==> src/rtl/inv_pkg.sv <==
// Shared definitions for the find_inv_* controller family: the controller
// state encoding and the bvneg/bvule predicate used to validate candidates.
package inv_pkg;

    typedef enum logic [1:0] {
        ST_IDLE   = 2'd0,
        ST_CHECK  = 2'd1,
        ST_SEARCH = 2'd2,
        ST_RESP   = 2'd3
    } ctrl_state_e;

    // Unsigned test (-x mod 2^w) <= t on the low w bits of x and t.
    // Operands are carried at 32 bits so any controller up to w=32 can call it.
    function automatic logic bvneg_ule(input logic [31:0] x,
                                       input logic [31:0] t,
                                       input int unsigned w);
        logic [31:0] mask;
        logic [31:0] neg;
        mask = (w >= 32) ? 32'hFFFF_FFFF : ((32'd1 << w) - 32'd1);
        neg  = (~x + 32'd1) & mask;
        return (neg <= (t & mask));
    endfunction

endpackage

==> src/rtl/bvneg_ule_check.sv <==
// Combinational W-bit evaluator for P(x,t) = (-x mod 2^W) <=u t.
// A single instance serves both the first check and every search step,
// since the controller only looks at one candidate per cycle.
module bvneg_ule_check
    import inv_pkg::*;
#(
    parameter int W = 4
) (
    input  logic [W-1:0] i_x,
    input  logic [W-1:0] i_t,
    output logic         o_ok
);

    assign o_ok = bvneg_ule(32'(i_x), 32'(i_t), W);

endmodule

==> src/rtl/inv_bvule_bvneg_ctrl.sv <==
// Checker/fallback sequencer for the bvule/bvneg inverse. A candidate from
// the Skolem function is accepted as-is when it satisfies -x <=u t; otherwise
// the controller walks forward from candidate+1 (wrapping) and returns the
// first satisfying value. x=0 always satisfies, so the walk is bounded by
// 2^W-1 steps and the iteration counter fits in W bits.
module inv_bvule_bvneg_ctrl
    import inv_pkg::*;
#(
    parameter int W = 4
) (
    input  logic         clk,
    input  logic         rst_n,
    input  logic         req_valid,
    output logic         req_ready,
    input  logic [W-1:0] req_t,
    input  logic [W-1:0] req_cand,
    output logic         rsp_valid,
    input  logic         rsp_ready,
    output logic [W-1:0] rsp_x,
    output logic         rsp_cand_ok,
    output logic [W-1:0] rsp_iters,
    output logic         busy
);

    ctrl_state_e  r_state;
    logic [W-1:0] r_tQ;
    logic [W-1:0] r_cur;
    logic [W-1:0] r_xQ;
    logic [W-1:0] r_iters;
    logic         r_okQ;
    logic         w_pass;

    bvneg_ule_check #(.W(W)) u_check (
        .i_x  (r_cur),
        .i_t  (r_tQ),
        .o_ok (w_pass)
    );

    // Controller FSM plus the target, cursor, result and iteration registers.
    always_ff @(posedge clk or negedge rst_n) begin
        if (!rst_n) begin
            r_state <= ST_IDLE;
            r_tQ    <= '0;
            r_cur   <= '0;
            r_xQ    <= '0;
            r_iters <= '0;
            r_okQ   <= 1'b0;
        end else begin
            case (r_state)
                ST_IDLE: begin
                    if (req_valid) begin
                        r_tQ    <= req_t;
                        r_cur   <= req_cand;
                        r_state <= ST_CHECK;
                    end
                end
                ST_CHECK: begin
                    r_iters <= '0;
                    if (w_pass) begin
                        r_xQ    <= r_cur;
                        r_okQ   <= 1'b1;
                        r_state <= ST_RESP;
                    end else begin
                        r_okQ   <= 1'b0;
                        r_cur   <= r_cur + W'(1);
                        r_state <= ST_SEARCH;
                    end
                end
                ST_SEARCH: begin
                    r_iters <= r_iters + W'(1);
                    if (w_pass) begin
                        r_xQ    <= r_cur;
                        r_state <= ST_RESP;
                    end else begin
                        r_cur   <= r_cur + W'(1);
                    end
                end
                ST_RESP: begin
                    if (rsp_ready) begin
                        r_state <= ST_IDLE;
                    end
                end
                default: begin
                    r_state <= ST_IDLE;
                end
            endcase
        end
    end

    assign req_ready   = (r_state == ST_IDLE);
    assign rsp_valid   = (r_state == ST_RESP);
    assign busy        = (r_state != ST_IDLE);
    assign rsp_x       = r_xQ;
    assign rsp_cand_ok = r_okQ;
    assign rsp_iters   = r_iters;

endmodule

==> config.mk <==
export PLATFORM = sky130hd
export DESIGN_NAME = inv_bvule_bvneg_ctrl
export DESIGN_NICKNAME = d
export VERILOG_FILES = /design/src/rtl/inv_pkg.sv /design/src/rtl/bvneg_ule_check.sv /design/src/rtl/inv_bvule_bvneg_ctrl.sv
export SDC_FILE = /design/constraint.sdc
export NUM_CORES = 1
export LEC_CHECK = 0
export ABC_AREA = 1
export BUFFER_PORTS_ARGS = -buffer_cell sky130_fd_sc_hd__clkbuf_2
export CAP_MARGIN = 30
export CORE_MARGIN = 2
export CORE_UTILIZATION = 55
export CTS_BUF_LIST = sky130_fd_sc_hd__clkbuf_8
export CTS_CLUSTER_SIZE = 14
export DETAILED_ROUTE_END_ITERATION = 16
export PLACE_DENSITY = 0.84
export SYNTH_ARGS = -nofsm -noshare
export SYNTH_HDL_FRONTEND = slang
export SYNTH_HIERARCHICAL = 1
export SYNTH_SLANG_ARGS = --single-unit
==> constraint.sdc <==
create_clock -name clk -period 2.2 [get_ports clk]
set_clock_uncertainty 0.05 [all_clocks]
set_input_delay 0.33 -clock clk [delete_from_list [all_inputs] [get_ports clk]]
set_output_delay 0.33 -clock clk [all_outputs]
set_load 0.1 [all_outputs]
Word-level counts from Yosys, hierarchy flattened
Index checks and enable logic that the tools add are counted.
Operators by class
  add/sub/neg operators: 3
  $mul: 0
  div/mod/pow operators: 0
  magnitude comparators: 1
  equality and inequality tests: 7
  shift operators: 0
  multiplexer cells: 10
  bitwise gates (word level): 1
  reductions and logical operators: 9
Operator list (count)
  $pmux 4 s2: 2
  $add 4x1->4 const B: 3
  $mux 4: 2
  $pmux 2 s4: 1
  $mux 2: 3
  $reduce_and 3->1: 2
  $reduce_bool 2->1: 3
  $eq 2x2->1 const B: 2
  $le 4x4->1: 1
  $ne 2x1->1 const B: 2
  $ne 2x2->1 const B: 2
  $not 4->4: 1
  $reduce_and 2->1: 2
  $eq 2x1->1 const B: 1
  $logic_not 2->1: 1
  $mux 1: 2
  $reduce_or 2->1: 1
Storage, ports and cells
  register bits: 19
  latch bits: 0
  memory bits (writable): 0
  memory bits (read-only): 0
  input port bits: 12
  output and inout bits: 12
  word-level logic and storage cells: 37
  memories: 0

Logic depth before layout (Yosys ltp)
Gate-level depths: netlist of the first run.
  word-level depth: 5
  depth in mapped cells: 14

Modules after synthesis
The synthesis of the first run kept the hierarchy.
Modules (own cells, without submodules)
  inv_bvule_bvneg_ctrl: times used 1, cells an instance 112, area an instance 1012.2 um2, sequential area each 475.5 um2
  bvneg_ule_check: times used 1, cells an instance 25, area an instance 150.1 um2, sequential area each 0.0 um2

Worst setup path after synthesis of the first run
Ideal clock, no wire load.
  path kind: flip-flop to flip-flop
  start: register r_state[0]
  end: register r_cur[3]
  library setup time: 0.065 ns
  arrival: 2.660 ns
  data required time: 2.085 ns
  path slack: -0.575 ns
  cell stages (with the launch flop): 9
  buffers on the path: 0
  cell sequence: dfrtp_1 > inv_1 > ha_1 > inv_1 > nand2_2 > nand3_4 > nor2_1 > nand2_1 > nand2_1
Between the ends
  elaborated cells on any way between the ends: 9
RTL lines
  start: declaration: line inv_bvule_bvneg_ctrl.sv:25  | ctrl_state_e r_state;
  start signal: assignment: line inv_bvule_bvneg_ctrl.sv:42  | r_state <= ST_IDLE;
  start signal: assignment: line inv_bvule_bvneg_ctrl.sv:54  | r_state <= ST_CHECK;
  start signal: assignment: line inv_bvule_bvneg_ctrl.sv:62  | r_state <= ST_RESP;
  $logic_not 2->1 (*)
  net req_ready: line inv_bvule_bvneg_ctrl.sv:14  | output logic req_ready,
  $ne 2x2->1 (no source line) or $reduce_bool 2->1 (tied branches)
  $reduce_and 3->1 (no source line)
  end signal: assignment: line inv_bvule_bvneg_ctrl.sv:53  | r_cur <= req_cand;
  end signal: assignment: line inv_bvule_bvneg_ctrl.sv:65  | r_cur <= r_cur + W'(1);
  end signal: assignment: line inv_bvule_bvneg_ctrl.sv:75  | r_cur <= r_cur + W'(1);
  end: declaration: line inv_bvule_bvneg_ctrl.sv:27  | logic [W-1:0] r_cur;
Mark *: on every way through the listed nets, which the timed path passes. The rest lies on a longest branch.
A chain may end at the register's enable or synchronous reset.

Final worst setup path of the first run
  start: register r_cur[1]
  end: register r_cur[2]
Between the ends
  cells in the longest elaborated chain, start to end: 5
  elaborated cells on any way between the ends: 8
Ends and longest elaborated chain
  $not 4->4: line inv_pkg.sv:20  | neg = (~x + 32'd1) & mask;
  $add 4x1->4: line inv_pkg.sv:20
  $le 4x4->1: line inv_pkg.sv:21  | return (neg <= (t & mask));
  net w_pass: line inv_bvule_bvneg_ctrl.sv:31  | logic w_pass;
  $ne 2x2->1 (no source line)
  $reduce_and 3->1 (no source line)
The timed path passes the listed nets, and every way through them passes these cells. The select of a mux whose other input is x is not followed.

==> flow_summary.ini, run 1 <==
[run_status]
status = complete, no violations

[worst_setup_path]
worstSetupEndpoint = r_cur[2]
end_kind = register
cp_max_fo = 8
cp_slowest_cell = dfrtp_2
arrival_ns = 2.13
worstRegToRegCells = 14
cp_cell_sequence = inv_1, ha_1, xnor2_1, ha_1, nand2_1, inv_1, nand2_1, nand2_1, nand2_2, nand2_4, nand3_4, inv_1, nand2_1, nand2_1
criticalPathCategory = register to register
cp.required_ns = 2.30
reg2reg_setup_slack_ns = 0.17
regToRegEndpoint = r_cur[2]
critPathLaunchType = register
max_stage_delay_ns = 0.42
crit_top_cell = nand2_1
crit_start = r_cur[1]
worstReg2RegStart = r_cur[1]

[global_routing]
antenna_found_initial = 0
grt_max_degree = 20
grt_pass1_vias = 987
grt_first_pass_wirelength_mm = 4.071
grt_use_total_pct = 20.89
grt_remaining_overflow = 0

[route]
via_count = 973
drt_iter0_drc = 22
drc = 0
routedWlPerCell_um = 12.51
first_pass_iters = 4
routed_wl_mm = 2.415
viasPerCell = 5.041
antenna_left = 0

[die]
start_util_pct = 58.65
dieHeight_um = 49.97
die_w_um = 49.97
die-area_um2 = 2497
row_count = 16
core_um2 = 1982
ios = 24

[clock_tree]
cts_root_buf = clkbuf_8
clk_latency_ns = 0.26
cts_sinks = 19
cts_buffers = 3
htree_num_levels = 1
post_cts_buffers = 0
cts_tree = yes
cts.reportedPaths.clkPinSlew_ns = 0.07
clockBufferDepth = 2

[placed_design]
placed_cell_area_um2 = 1331
place_hpwl_mm = 1.784
gp_congestion = 0.8414
port_buffers = 23

[finish]
nets = 192
final_common_cell = nand2_1
drive_gt1_share_pct = 27.71
diodes = 0
area_growth_pct = 20.78
final_cell_mix = nand2_1, clkbuf_2, inv_1
post-route-util_pct = 70.83
design_area_um2 = 1404
fillers = 152

[timing]
tns_ns = 0
rsz0062_at_grt = no
hold_violations = 0
maxSlewViolCount = 0
fin_crit_sh_pct = 92.07
fmax_mhz = 493.7
worst_pin_slew_ns = 0.5444
fin_crit_ns = 2.026
setup_violations = 0
holdWs_ns = 0.2495
slew_headroom_pct = 63.86

[synthesis]
synthCells = 137
syn_avg_cell_area_um2 = 8.484
synth_seq_area_share_pct = 40.90
synth_fp_nets = 162
synth_cell_type_count = 22
syn_area_um2 = 1162
yosys_warnings = 6
synth-seq-cells = 19

[run]
cap_violations = 0

[min_path]
min_path_type = primary input to register
## routing by layer
layer / track usage, % / vias up / wire length (um)
li1: - / 487 / -
met1: 25.29 / 461 / 1039
met3: 4.848 / 2 / 88
met5: 0 / - / 0
met2: 34.44 / 23 / 1268
met4: 10.65 / 0 / 19
## worst max-delay path, delay by kind of cell (launching register included)
kind	cells	cell delay (ns)
xor gates and xnor gates	1	0.17
adders and majority gates	2	0.45
buffers and inverters	3	0.17
DFF	1	0.42
and+or+nand+nor	8	0.67
## metrics by stage
stage	cells	worst slack (ns)
after global placement	188	0.2297
after detailed placement	188	0.09953
after floorplan	137	0.08532
final	193	0.1744
after global routing	193	0.01595
after CTS	193	0.06137
## worst min path at each step
| stage | startpoint | to | slack (ns) | cells after the start |
|---|---|---|---|---|
| floorplan | rst_n | r_cur[0] | -0.02 | 0 |
| global route | req_t[3] | r_tQ[3] | 0.25 | 2 |
| global placement | rst_n | rsp_x[1] | 0.26 | 1 |
| finish | req_t[1] | r_tQ[1] | 0.25 | 2 |
| detailed placement | rst_n | rsp_x[0] | 0.26 | 1 |
| CTS | req_t[1] | r_tQ[1] | 0.26 | 2 |
## cells in the mapped netlist, drive strengths merged
library cell   n  share of area [%]
or2            1               0.54
xnor2          1               0.75
nor2           7                2.9
nand3          9                5.0
a21oi          4                1.7
inv           20                6.5
dfrtp         19                 41
xor2           1               0.75
mux2           5                4.8
buf            1               0.97
o21ai          7                3.0
ha            13                 14
nand4          1               0.54
nand2         46                 16
nor3b          2                1.7
## final cells by class
type                    instances  area [um2]  share of cell area, %
inverters                      20       78.83                  5.615
flip-flops and latches         19       476.7                  33.96
well taps                      27       33.78                  2.406
clock buffers                   3       41.29                  2.941
multi-input cells              97       629.4                  44.83
repair buffers                 26       140.1                  9.982
clock inverters                 1       3.754                 0.2674
## cells by family (layout without fill, tap and decap cells)
group / after synthesis / count (layout) / synth area share, %
xor+xnor: 2 / 2 / 1.507
simple gates: 66 / 66 / 26.59
compound gates: 11 / 11 / 4.736
fa+ha+maj: 13 / 13 / 13.99
buf+inv: 21 / 50 / 7.427
mux: 5 / 5 / 4.844
flops: 19 / 19 / 40.90
## what timing repair did
item                       in CTS  in global routing
hold buffers                    1                  0
setup endpoints to repair       0                  6
resized for setup               0                  5
hold endpoints to repair       19                  0
## sequential cells by signal, indices dropped and copies added, names as in the netlist
signal and flops:
r_state 2, rsp_iters 4, rsp_cand_ok 1, r_tQ 4, rsp_x 4, r_cur 4
Power of run 1 is left out: the tool's default activity adds up to more than one toggle a clock period on the data nets, which glitch-free logic cannot reach.
==> inputs of run 2 (changes only) <==
- BUFFER_PORTS_ARGS: -buffer_cell sky130_fd_sc_hd__clkbuf_2 -> -buffer_cell sky130_fd_sc_hd__buf_4
- CTS_CLUSTER_SIZE: 14 -> 12
==> run 2 against run 1 <==
- final cell count increased by 0.52%
- non-clock buffer count grew 1
- via count decreased by 5.3%
- utilization grew 2.5 points
- flip-flop and latch count unchanged
- critical path type unchanged
- largest cell class unchanged
==> flow_summary.ini, run 2 (same netlist as run 1, synthesis figures left out) <==
[finish]
diodes = 0
drive_gt1_share_pct = 26.35
post-route-util_pct = 73.30
nets = 193
fillers = 152
final_cells = 194
final_cell_mix = nand2_1, buf_4, dfrtp_1
design_area_um2 = 1453
area_growth_pct = 24.97
final_common_cell = nand2_1

[die]
die-area_um2 = 2497
die_w_um = 49.97
start_util_pct = 58.65
dieHeight_um = 49.97
ios = 24
core_um2 = 1982
row_count = 16

[timing]
worst_pin_slew_ns = 0.2814
fmax_mhz = 489.3
hold_violations = 0
fin_crit_ns = 2.044
fin_crit_sh_pct = 92.89
slew_headroom_pct = 81.39
setup_violations = 0
rsz0062_at_grt = yes
fin_ws_ns = 0.1564
maxSlewViolCount = 0

[route]
routedWlPerCell_um = 11.42
first_pass_iters = 4
antenna_left = 0
drt_iter0_drc = 14
via_count = 921
drc = 0
routed_wl_mm = 2.216
viasPerCell = 4.747

[min_path]
hold_path_depth = 2
min_from = req_t[1]
min_path_type = primary input to register
min_to = r_tQ[1]

[clock_tree]
clk_latency_ns = 0.26
cts_sinks = 19
cts_root_buf = clkbuf_8
cts_buffers = 3
cts.reportedPaths.clkPinSlew_ns = 0.08
cts_tree = yes
clockBufferDepth = 2
htree_num_levels = 1

[worst_setup_path]
cp_max_fo = 8
regToRegEndpoint = r_cur[0]
worstReg2RegStart = r_cur[1]
worstRegToRegCells = 12
cp.required_ns = 2.30
end_kind = register
reg2reg_setup_slack_ns = 0.16
arrival_ns = 2.14
critPathLaunchType = register
criticalPathCategory = register to register

[placed_design]
port_buffers = 23
placed_cell_area_um2 = 1396
placed_cells = 189
post-place-ws_ns = 0.1793
gp_congestion = 0.8375
place_hpwl_mm = 1.732

[run]
cap_violations = 0

[global_routing]
grt_remaining_overflow = 0
grt_pass1_vias = 893
antenna_found_initial = 0
grt_max_degree = 20
grt_use_total_pct = 20.17
grt_first_pass_wirelength_mm = 3.808

[run_status]
status = complete, no violations
run 2: cell types whose count changed in the layout (fill, tap and decap cells not counted), sizes merged:
cell | previous run | this run
clkbuf | 26 | 3
buf | 2 | 26
clkinv | 0 | 1
inv | 20 | 19
run 2: area by class of cell:
cell class	count	area, um2	area share [%]
tap	27	33.78	2.326
multi-input combinational	97	613.1	42.21
sequential	19	475.5	32.73
timing repair buffer	27	205.2	14.13
clock buffer	3	41.29	2.842
inverter	20	78.83	5.426
clock inverter	1	5.005	0.3445
run 2: critical path, cell delays in order, from the launching register on:
cell and delay [ns]:
dfrtp_1 0.40, nor2_1 0.14, nand2_1 0.08, xor2_1 0.14
ha_1 0.29, a21oi_1 0.16, nand2_1 0.07, nand2_1 0.13
nand2_2 0.14, nand3_4 0.15, inv_1 0.06, nand2_1 0.06
nand2_1 0.05
run 2: routing by layer:
metal | wire length, um | share of wire, % | GRT usage [%]
met1 | 1033 | 47 | 24.28
met2 | 1076 | 49 | 35.33
met3 | 87 | 3.9 | 5.152
met4 | 18 | 0.81 | 5.556
met5 | 0 | 0 | 0
run 2: what timing repair did:
action | CTS | global route
setup buffers | 0 | 0
setup endpoints to repair | 0 | 3
hold buffers | 1 | 0
gates resized for setup | 0 | 0
hold endpoints to repair | 19 | 0
run 2: how the worst max path moves through the flow:
| stage | to | from | cells after the start |
|---|---|---|---|
| after global placement | r_cur[2] | r_cur[0] | 13 |
| after floorplan | r_cur[3] | r_state[0] | 8 |
| final | r_cur[0] | r_cur[1] | 12 |
| after global routing | r_cur[0] | r_cur[0] | 14 |
| after detailed placement | r_cur[0] | r_cur[0] | 14 |
| after CTS | r_cur[0] | r_cur[0] | 13 |
run 2: per-stage QoR:
stage / hold WS [ns] / TNS (ns)
CTS: 0.2511 / 0
finish: 0.2512 / 0
detailed placement: 0.1723 / 0
global route: 0.2462 / -0.02731
floorplan: -0.01559 / 0
global placement: 0.1681 / 0
Power of run 2 is left out for the same reason.
==> inputs of run 3 (changes only) <==
- BUFFER_PORTS_ARGS: -buffer_cell sky130_fd_sc_hd__buf_4 -> -buffer_cell sky130_fd_sc_hd__buf_2
- CELL_PAD_IN_SITES_DETAIL_PLACEMENT: unset -> 1
- CELL_PAD_IN_SITES_GLOBAL_PLACEMENT: unset -> 2
- CORE_UTILIZATION: 55 -> 33
- PLACE_DENSITY: 0.84 -> 0.85
- TNS_END_PERCENT: unset -> 1
==> run 3 against run 2 <==
- register-to-register slack gained 0.11 ns
- non-clock buffer count is the same
- setup slack gained 0.11 ns
- hold slack gained 0.00089 ns
- final area shrank 1.8%
- first-iteration DRC count grew 79%
- via count grew 4.0%
- highest routed layer unchanged
- critical path depth grew 2
- final cell count grew 9.8%
==> flow_summary.ini, run 3 (same netlist as run 1, synthesis figures left out) <==
[worst_setup_path]
cp_cell_sequence = inv_1, ha_1, xnor2_1, ha_1, nand2_1, inv_1, nand2_1, nand2_1, nand2_2, nand2_4, nand3_4, nor2_1, nand2_1, nand2_1
cp.required_ns = 2.35
criticalPathCategory = register to register
cp_top_family = simple AND/OR/NAND/NOR gates
crit_start = r_cur[0]
cp_slowest_cell = dfrtp_1
worstReg2RegStart = r_cur[0]
cp_max_fo = 8
arrival_ns = 2.09
critPathLaunchType = register
path_buf_inv = 2
end_kind = register
max_stage_delay_ns = 0.37
crit_top_cell = nand2_1

[timing]
fin_crit_sh_pct = 87.96
fmax_mhz = 516.7
slew_headroom_pct = 67.70
setup_violations = 0
fin_crit_ns = 1.935
maxSlewViolCount = 0
tns_ns = 0
worst_pin_slew_ns = 0.4878
hold_violations = 0
holdWs_ns = 0.2521
rsz0062_at_grt = no

[finish]
area_growth_pct = 22.71
diodes = 0
nets = 193
final_cell_mix = nand2_1, buf_2, dfrtp_1
final_common_cell = nand2_1
final_cells = 213
drive_gt1_share_pct = 26.95

[die]
start_util_pct = 34.56
row_count = 21
die-area_um2 = 4013
ios = 24
dieHeight_um = 63.35
die_w_um = 63.35
core_um2 = 3363

[clock_tree]
clockBufferDepth = 2
cts_tree = yes
htree_num_levels = 1
post_cts_buffers = 0
cts_buffers = 3
clk_latency_ns = 0.26
cts_root_buf = clkbuf_8
cts_sinks = 19
cts.reportedPaths.clkPinSlew_ns = 0.07

[placed_design]
placed_cells = 208
port_buffers = 23
gp_congestion = 0.8095
place_hpwl_mm = 2.128

[route]
antenna_left = 0
routedWlPerCell_um = 12.07
via_count = 958
routed_wl_mm = 2.571
first_pass_iters = 3
viasPerCell = 4.498
drt_iter0_drc = 25
drc = 0

[global_routing]
antenna_found_initial = 0
grt_pass1_vias = 1029
grt_first_pass_wirelength_mm = 4.540
grt_remaining_overflow = 0
grt_use_total_pct = 14.61
grt_max_degree = 20

[run]
cap_violations = 0

[min_path]
min_from = req_t[1]
min_path_type = primary input to register

[run_status]
status = complete, no violations
run 3: cell types whose count changed in the layout (fill, tap and decap cells not counted):
| cell | delta |
|---|---|
| buf_2 | +23 |
| buf_4 | -23 |
| nand2_1 | -1 |
| nand2_4 | +1 |
run 3: timing repair:
item / in CTS / in global routing
resized for setup: 0 / 2
endpoints found under the hold margin: 19 / 0
hold buffers: 1 / 0
setup endpoints to repair: 0 / 6
run 3: path summary, 6_finish.rpt:
path                                end  slack [ns]  depth (start not counted)
min reg2reg                    rsp_x[0]        0.44                          2
max reg2reg                    r_cur[3]        0.26                         14
max                            r_cur[3]        0.26                         14
min                             r_tQ[1]        0.25                          2
min in group asynchronous  rsp_iters[0]        0.49                          2
max in group asynchronous      rsp_x[3]        1.30                          2
run 3: metal layers:
layer	track usage, %	share of wire, %	vias up
met5	0	0	-
met4	4.076	0.82	0
met3	3.929	3.1	2
met2	26.58	52	12
met1	16.65	44	453
li1	-	-	491
run 3: layout make-up:
class	instances	area (um2)
clock buffer	3	41.29
clock inverter	1	5.005
fill	442	1937
inverter	20	78.83
multi-input combinational	97	620.6
sequential	19	475.5
tap	46	57.56
timing repair buffer	27	147.6
run 3: per-stage QoR:
| stage | instance area, um2 | worst slack (ns) | util, % |
|---|---|---|---|
| after floorplan | 1179 | 0.08532 | - |
| after global placement | 1363 | 0.2180 | 40.51 |
| after detailed placement | 1363 | 0.1516 | 40.51 |
| after CTS | 1419 | 0.1403 | 42.19 |
| after global routing | 1426 | 0.01436 | 42.41 |
| final | 1426 | 0.2648 | 42.41 |
Power of run 3 is left out for the same reason.
